--- src/rtl/gather_sum_accum.sv ---
// Lane-sum and group accumulator for gathered operand vectors: one stage sums the lanes,
// the next accumulates the lane sums over cfg_len_i beats, and the total is held on valid/ready.

module gather_sum_lane_ext #(
    parameter int width_p     = 16,
    parameter int acc_width_p = 26
) (
    input  logic [width_p-1:0]            lane_i,
    output logic signed [acc_width_p-1:0] ext_o
);
    assign ext_o = {{(acc_width_p-width_p){lane_i[width_p-1]}}, lane_i};
endmodule

module gather_sum_accum #(
    parameter int width_p       = 16,
    parameter int num_in_p      = 4,
    parameter int count_width_p = 8,
    parameter int acc_width_p   = width_p + ((num_in_p > 1) ? $clog2(num_in_p) : 1) + count_width_p
) (
    input  logic                                 clk_i,
    input  logic                                 reset_n_i,
    input  logic [count_width_p-1:0]             cfg_len_i,
    input  logic                                 v_i,
    input  logic [num_in_p-1:0][width_p-1:0]     data_i,
    output logic                                 yumi_o,
    output logic                                 v_o,
    output logic signed [acc_width_p-1:0]        data_o,
    input  logic                                 ready_i
);
    typedef enum logic [1:0] {IDLE, ACC, WAIT, HOLD} state_e;

    state_e                        state_q, state_d;
    logic [count_width_p-1:0]      cnt_q, cnt_d, len_q, len_d, len_res, cnt_inc;
    logic                          s1_v_q, s1_v_d, s1_first_q, s1_first_d, s1_last_q, s1_last_d;
    logic signed [acc_width_p-1:0] s1_sum_q, s1_sum_d, acc_q, acc_d;
    logic                          v_o_q, v_o_d;
    logic                          accept, first_beat, last_beat;

    logic [num_in_p-1:0][acc_width_p-1:0] lane_ext;
    logic signed [acc_width_p-1:0]        lane_sum;

    for (genvar g = 0; g < num_in_p; g++) begin : g_lane
        gather_sum_lane_ext #(.width_p(width_p), .acc_width_p(acc_width_p)) u_ext (
            .lane_i (data_i[g]),
            .ext_o  (lane_ext[g])
        );
    end

    always_comb begin
        lane_sum = '0;
        for (int i = 0; i < num_in_p; i++) lane_sum = lane_sum + $signed(lane_ext[i]);
    end

    // A zero length is promoted to one so every group closes.
    assign len_res    = (cfg_len_i == '0) ? count_width_p'(1) : cfg_len_i;
    assign cnt_inc    = cnt_q + count_width_p'(1);
    assign first_beat = (state_q == IDLE);
    assign last_beat  = first_beat ? (len_res == count_width_p'(1)) : (cnt_inc == len_q);
    assign accept     = yumi_o;

    // FSM: state register
    always_ff @(posedge clk_i or negedge reset_n_i) begin
        if (!reset_n_i) state_q <= IDLE;
        else            state_q <= state_d;
    end

    // FSM: next state
    always_comb begin
        state_d = state_q;
        case (state_q)
            IDLE:    if (accept) state_d = last_beat ? WAIT : ACC;
            ACC:     if (accept && last_beat) state_d = WAIT;
            WAIT:    if (s1_v_q && s1_last_q) state_d = HOLD;
            HOLD:    if (v_o_q && ready_i) state_d = IDLE;
            default: state_d = IDLE;
        endcase
    end

    // FSM: outputs
    always_comb begin
        yumi_o = 1'b0;
        if (reset_n_i && v_i)
            yumi_o = (state_q == IDLE) || ((state_q == ACC) && (cnt_q != len_q));
    end

    always_comb begin
        cnt_d      = cnt_q;
        len_d      = len_q;
        s1_v_d     = accept;
        s1_first_d = s1_first_q;
        s1_last_d  = s1_last_q;
        s1_sum_d   = s1_sum_q;
        acc_d      = acc_q;
        v_o_d      = v_o_q;
        if (accept) begin
            s1_sum_d   = lane_sum;
            s1_first_d = first_beat;
            s1_last_d  = last_beat;
            if (first_beat) begin
                len_d = len_res;
                cnt_d = count_width_p'(1);
            end else begin
                cnt_d = cnt_inc;
            end
        end
        if (s1_v_q) acc_d = (s1_first_q ? '0 : acc_q) + s1_sum_q;
        if (s1_v_q && s1_last_q)     v_o_d = 1'b1;
        else if (v_o_q && ready_i)   v_o_d = 1'b0;
    end

    always_ff @(posedge clk_i or negedge reset_n_i) begin
        if (!reset_n_i) begin
            cnt_q      <= '0;
            len_q      <= '0;
            s1_v_q     <= 1'b0;
            s1_first_q <= 1'b0;
            s1_last_q  <= 1'b0;
            s1_sum_q   <= '0;
            acc_q      <= '0;
            v_o_q      <= 1'b0;
        end else begin
            cnt_q      <= cnt_d;
            len_q      <= len_d;
            s1_v_q     <= s1_v_d;
            s1_first_q <= s1_first_d;
            s1_last_q  <= s1_last_d;
            s1_sum_q   <= s1_sum_d;
            acc_q      <= acc_d;
            v_o_q      <= v_o_d;
        end
    end

    assign v_o    = v_o_q;
    assign data_o = acc_q;
endmodule

--- config.mk ---
export PLATFORM = sky130hd
export DESIGN_NAME = gather_sum_accum
export DESIGN_NICKNAME = d
export VERILOG_FILES = /design/src/rtl/gather_sum_accum.sv
export SDC_FILE = /design/constraint.sdc
export NUM_CORES = 1
export LEC_CHECK = 0
export ABC_CLOCK_PERIOD_IN_PS = 5700
export CORE_MARGIN = 5
export CORE_UTILIZATION = 59
export CTS_CLUSTER_SIZE = 40
export DETAILED_ROUTE_END_ITERATION = 8
export MAX_ROUTING_LAYER = met4
export PLACE_DENSITY = 0.85
export SYNTH_ARGS = -nofsm -noshare
export SYNTH_HDL_FRONTEND = slang
export SYNTH_SLANG_ARGS = --single-unit
--- constraint.sdc ---
create_clock -name clk_i -period 5.7 [get_ports clk_i]
set_clock_uncertainty 0.1 [all_clocks]
set_input_delay 0.855 -clock clk_i [delete_from_list [all_inputs] [get_ports clk_i]]
set_output_delay 0.855 -clock clk_i [all_outputs]
set_load 0.05 [all_outputs]
Word level (Yosys, flattened, before mapping). Cells that the tools add are included.

Reductions and logical operators: 11. $add $sub $neg: 5. Multiplexer cells: 13. Equality and inequality tests: 10.

Operators by type and width (number): 26-bit adder (1); 26-bit two-way mux (1); 18-bit by 16-bit adder with 19-bit output (1); 17-bit by 16-bit adder with 18-bit output (1); 16-bit by 16-bit adder with 17-bit output (1); 8-bit two-way mux (2); 2-bit two-way mux (5); 8-bit by 1-bit adder with 8-bit output, second input constant (1); 8-bit by 1-bit == test with 1-bit output, second input constant (1); 8-bit == test (1); 8-bit logical NOT (1); 2-bit != test, second input constant (4); 8-bit != test (1); 2-bit case mux with 4 select lines (1); 1-bit logical AND (5); 2-bit == test, second input constant (2); 1-bit two-way mux (4); 4-bit AND reduction (1); 2-bit by 1-bit == test with 1-bit output, second input constant (1); 2-bit logical NOT (1); 2-bit AND reduction (1); 2-bit nonzero test (1); 1-bit logical OR (1).

Bits of input ports: 76. Word-level logic and storage cells: 48. Register bits: 74. Output and inout port bits: 28.

Logic depth before layout (Yosys ltp).
Depth after elaboration: 7. Depth in mapped cells: 14.

Cells and area by module. From an unflattened synthesis, not the netlist that was laid out.

Cells, all modules: 997. Area, all modules: 8406.8 sq um.

Modules (own cells, without submodules): gather_sum_accum (seq. area each 1851.8 sq um, area each 7626.1 sq um, cells an instance 893, times used 1); gather_sum_lane_ext (seq. area each 0.0 sq um, area each 195.2 sq um, cells an instance 26, times used 4).

Worst setup path after synthesis. No wires, ideal clock.

Kind: in2reg. Start: input port data_i[3] in the netlist's numbering. End: register s1_sum_q[17]. Arrival time: 3.709 ns. Setup time: 0.125 ns. Required time: 5.475 ns. Buffers on the path: 0. Stages on the path: 13. Path slack: 1.766 ns. Path through: inv_1 -> fa_1 -> fa_1 -> inv_1 -> ha_1 -> nor2b_1 -> o21a_1 -> o21ai_0 -> a21oi_1 -> a21o_1 -> a211oi_1 -> xnor2_1 -> mux2_4.

Word-level cells in the longest chain between the ends: 3.

Ends and longest elaborated chain: start, declared (RTL line 24) `input logic [num_in_p-1:0][width_p-1:0] data_i,`; 16-bit by 16-bit adder with 17-bit output (RTL line 51) `for (int i = 0; i < num_in_p; i++) lane_sum = lane_sum + $signed(lane_ext[i]);`; 17-bit by 16-bit adder with 18-bit output (RTL line 51); 18-bit by 16-bit adder with 19-bit output (RTL line 51); end signal, assigned (RTL line 127) `s1_sum_q <= s1_sum_d;`; end, declared (RTL line 35) `logic signed [acc_width_p-1:0] s1_sum_q, s1_sum_d, acc_q, acc_d;`.

No other way between the ends. A chain may end at the register's enable or synchronous reset.

Final worst setup path.
Start: register cnt_q[3]. End: output port yumi_o.

Word-level cells in the longest chain between the ends: 4.

Ends and longest elaborated chain: start, declared (RTL line 33) `logic [count_width_p-1:0] cnt_q, cnt_d, len_q, len_d, len_res, cnt_inc;`; start signal, assigned (RTL line 122) `cnt_q <= cnt_d;`; 8-bit != test (RTL line 83) `yumi_o = (state_q == IDLE) || ((state_q == ACC) && (cnt_q != len_q));`; 1-bit logical AND (RTL line 83); 1-bit logical OR (RTL line 83); 1-bit two-way mux (RTL line 82) `if (reset_n_i && v_i)`; end, declared (RTL line 25) `output logic yumi_o,`.

No other way between the ends.

==> results.cfg <==
[detailed_routing]
vias_per_cell = 5.540
drt-pass1-iter-count = 7
first_iter_violations = 275
ant_nets = 0
vias = 5152
wire_per_inst_um = 14.80
totalWireLength_um = 13770
drc_errors = 0

[worst_setup_path]
worstPathCellList = xor2_1 -> or4_4 -> o2111ai_4 -> and2_1 -> inv_4 -> clkdlybuf4s50_1
crit_buf_inv = 2
arrival_ns = 3.78
crit_slowest_cell = clkdlybuf4s50_1
crit_family = simple AND/OR/NAND/NOR gates
endpoint_kind = output port
crit_fanout = 27
max_stage_delay_ns = 0.80
worstSetupPathType = flip-flop to output port
critPathLaunchType = flip-flop
critPathRequiredTime_ns = 4.74

[logic_synthesis]
syn_nets = 848
avgSynthCellArea_um2 = 8.862
yosys_warnings = 0
synth_edf_count = 0
ys.flop_type = dfrtp_1
yosysMostFrequentCell = inv_1
syn_area_um2 = 6115
yosys-top-cells-area = dfrtp_1 (27%), fa_1 (11%), ha_1 (9.8%)
synth-seq-cells = 67
ys_seq_area_share_pct = 27.42
synth_top_area_cell = dfrtp_1
synth_cell_types = 60
synthArstFlopShare_pct = 100.0
syn_inst = 690
ys_top_cells_by_count = inv_1 (106), nand2_1 (70), dfrtp_1 (67)
synthDominantCellAreaShare_pct = 27.42

[layout]
fin_util_pct = 72.53
fin_cells = 930
multi_input_area_um2 = 3931
syn_to_final_growth_pct = 21.36
antennaDiodeCount = 0
seqCellArea_um2 = 1677
final_area_um2 = 7421
fill_cells = 805
fin_nets = 947
drive_gt1_share_pct = 6.297

[power]
p_sw_mw = 0.4461
power_frac_comb_pct = 35.9
power_leakage_nw = 3.811
power.total_mw = 1.378
swShare_pct = 32.37
irDropWorstVdd_v = 0.0001151
power.share.clock_pct = 29.7
power_density_nw_per_um2 = 185.7
sequentialPowerShare_pct = 34.5
p_int_mw = 0.9319

[place]
port_buffers = 103
post_dp_cell_area_um2 = 7216
hpwl_um = 10790
dp.cells = 914
place_ws_ns = 0.9379
gp_congestion = 0.8855

[sta]
grt_setup_unrepaired = no
fin_setup_tns_ns = 0
slew-limit-headroom_pct = 21.76
hold_viol_final = 0
setup_ws_ns = 0.9655
slew_viol_final = 0
final.min_clock_period_ns = 4.735
whs_ns = 0.4023
post-route-period-util_pct = 83.06
fmax_ghz = 0.2112
tightest_slew_ns = 1.174
setup_violations = 0

[die]
die_h_um = 111.8
die_w_um = 111.8
die_area_um2 = 12500
rows = 37
start_util_pct = 59.77
core_area_um2 = 10230
ioPinCount = 104

[clock_network]
clock-sinks = 67
clock_path_buffers = 2
numCtsBuffers = 9
h-tree-depth = 3
ctsResizeCount = 0
cts_tree = yes
root_buffer = clkbuf_8
clk_latency_ns = 0.35
cts_setup_buffers = 0
clkTransAtPathRegs_ns = 0.08
holdBufCountCts = 0

[grt]
grt_pass1_vias = 5391
grt_first_pass_wirelength_um = 23940
grt_start_max_net_pins = 68
grt_overflow = 0
grt_util_all_layers_pct = 23.27
antenna_found_initial = 0

[status]
outcome = complete, no violations

[run]
maxCapViolCount = 0

[hold_path]
hold_path.class = flip-flop to flip-flop
==> final cells by class <==
type	count	share of cell area [%]
Multi-Input combinational cell	500	52.98
Sequential cell	67	22.59
Timing Repair Buffer	104	13.93
Inverter	107	5.446
Tap cell	136	2.293
Clock buffer	13	2.141
Clock inverter	3	0.6238
==> cells by family after synthesis <==
family	count (synthesis)	synth area share, %
AND/OR/NAND/NOR	193	15.65
XOR/XNOR	48	6.875
adder cells (fa/ha/maj)	82	20.95
AO/OA/AOI/OAI	150	15.88
multiplexers	27	4.931
flip-flops	67	27.42
buffers and inverters	123	8.287
==> power groups by stage <==
stage               sequential [mW]  combinational (mW)  clock (mW)
global route                  0.475               0.568       0.439
global placement              0.484               0.473           0
detailed placement            0.484               0.493           0
finish                        0.475               0.494       0.409
floorplan                     0.484               0.350           0
CTS                           0.475               0.496       0.413
==> registers in the layout (all words and copies together) (netlist names) <==
register,flops
s1_last_q,1
data_o,26
s1_v_q,1
cnt_q,8
s1_sum_q,19
state_q,2
v_o,1
len_q,8
s1_first_q,1
==> worst paths after layout <==
path | start | endpoint | slack (ns) | cells after the start
worst max-delay path | cnt_q[3] | yumi_o | 0.97 | 6
worst min-delay path | len_q[5] | len_q[5] | 0.40 | 2
worst max register to register | s1_first_q | data_o[21] | 2.05 | 11
worst min register to register | len_q[5] | len_q[5] | 0.40 | 2
max in group asynchronous | reset_n_i | s1_sum_q[10] | 4.23 | 2
min in group asynchronous | reset_n_i | data_o[23] | 0.71 | 2
==> routing by layer <==
metal	wire, µm	track usage, %	vias up
met5	0	-	-
met4	269	6.975	0
met3	626	3.424	25
met2	7216	40.97	136
met1	5652	27.55	2477
li1	-	-	2514
==> placed cells by master, fill, tap and decap left out, types with 6 or more instances in the layout <==
| cell | n |
|---|---|
| inv_1 | 106 |
| clkdlybuf4s50_1 | 102 |
| nand2_1 | 70 |
| dfrtp_1 | 67 |
| a21oi_1 | 49 |
| ha_1 | 48 |
| nor2_1 | 35 |
| fa_1 | 34 |
| o21ai_0 | 32 |
| nor2b_1 | 31 |
| xnor2_1 | 31 |
| mux2_2 | 21 |
| a21o_1 | 20 |
| xor2_1 | 17 |
| nand3_1 | 13 |
| clkbuf_8 | 11 |
| a31oi_1 | 7 |
| o21a_1 | 6 |
| nor3_1 | 6 |
==> worst register-to-register path, stage by stage (launching register included) <==
cell      delay, ns
dfrtp_1        1.01
nand2b_1       0.26
inv_1          0.06
ha_1           0.27
a21o_1         0.15
a31oi_1        0.15
nor3_2         0.29
o21ai_2        0.13
o21ai_0        0.51
a31oi_1        0.20
xnor2_1        0.16
mux2_2         0.26
No activity file was read; power rests on OpenSTA's default activity.
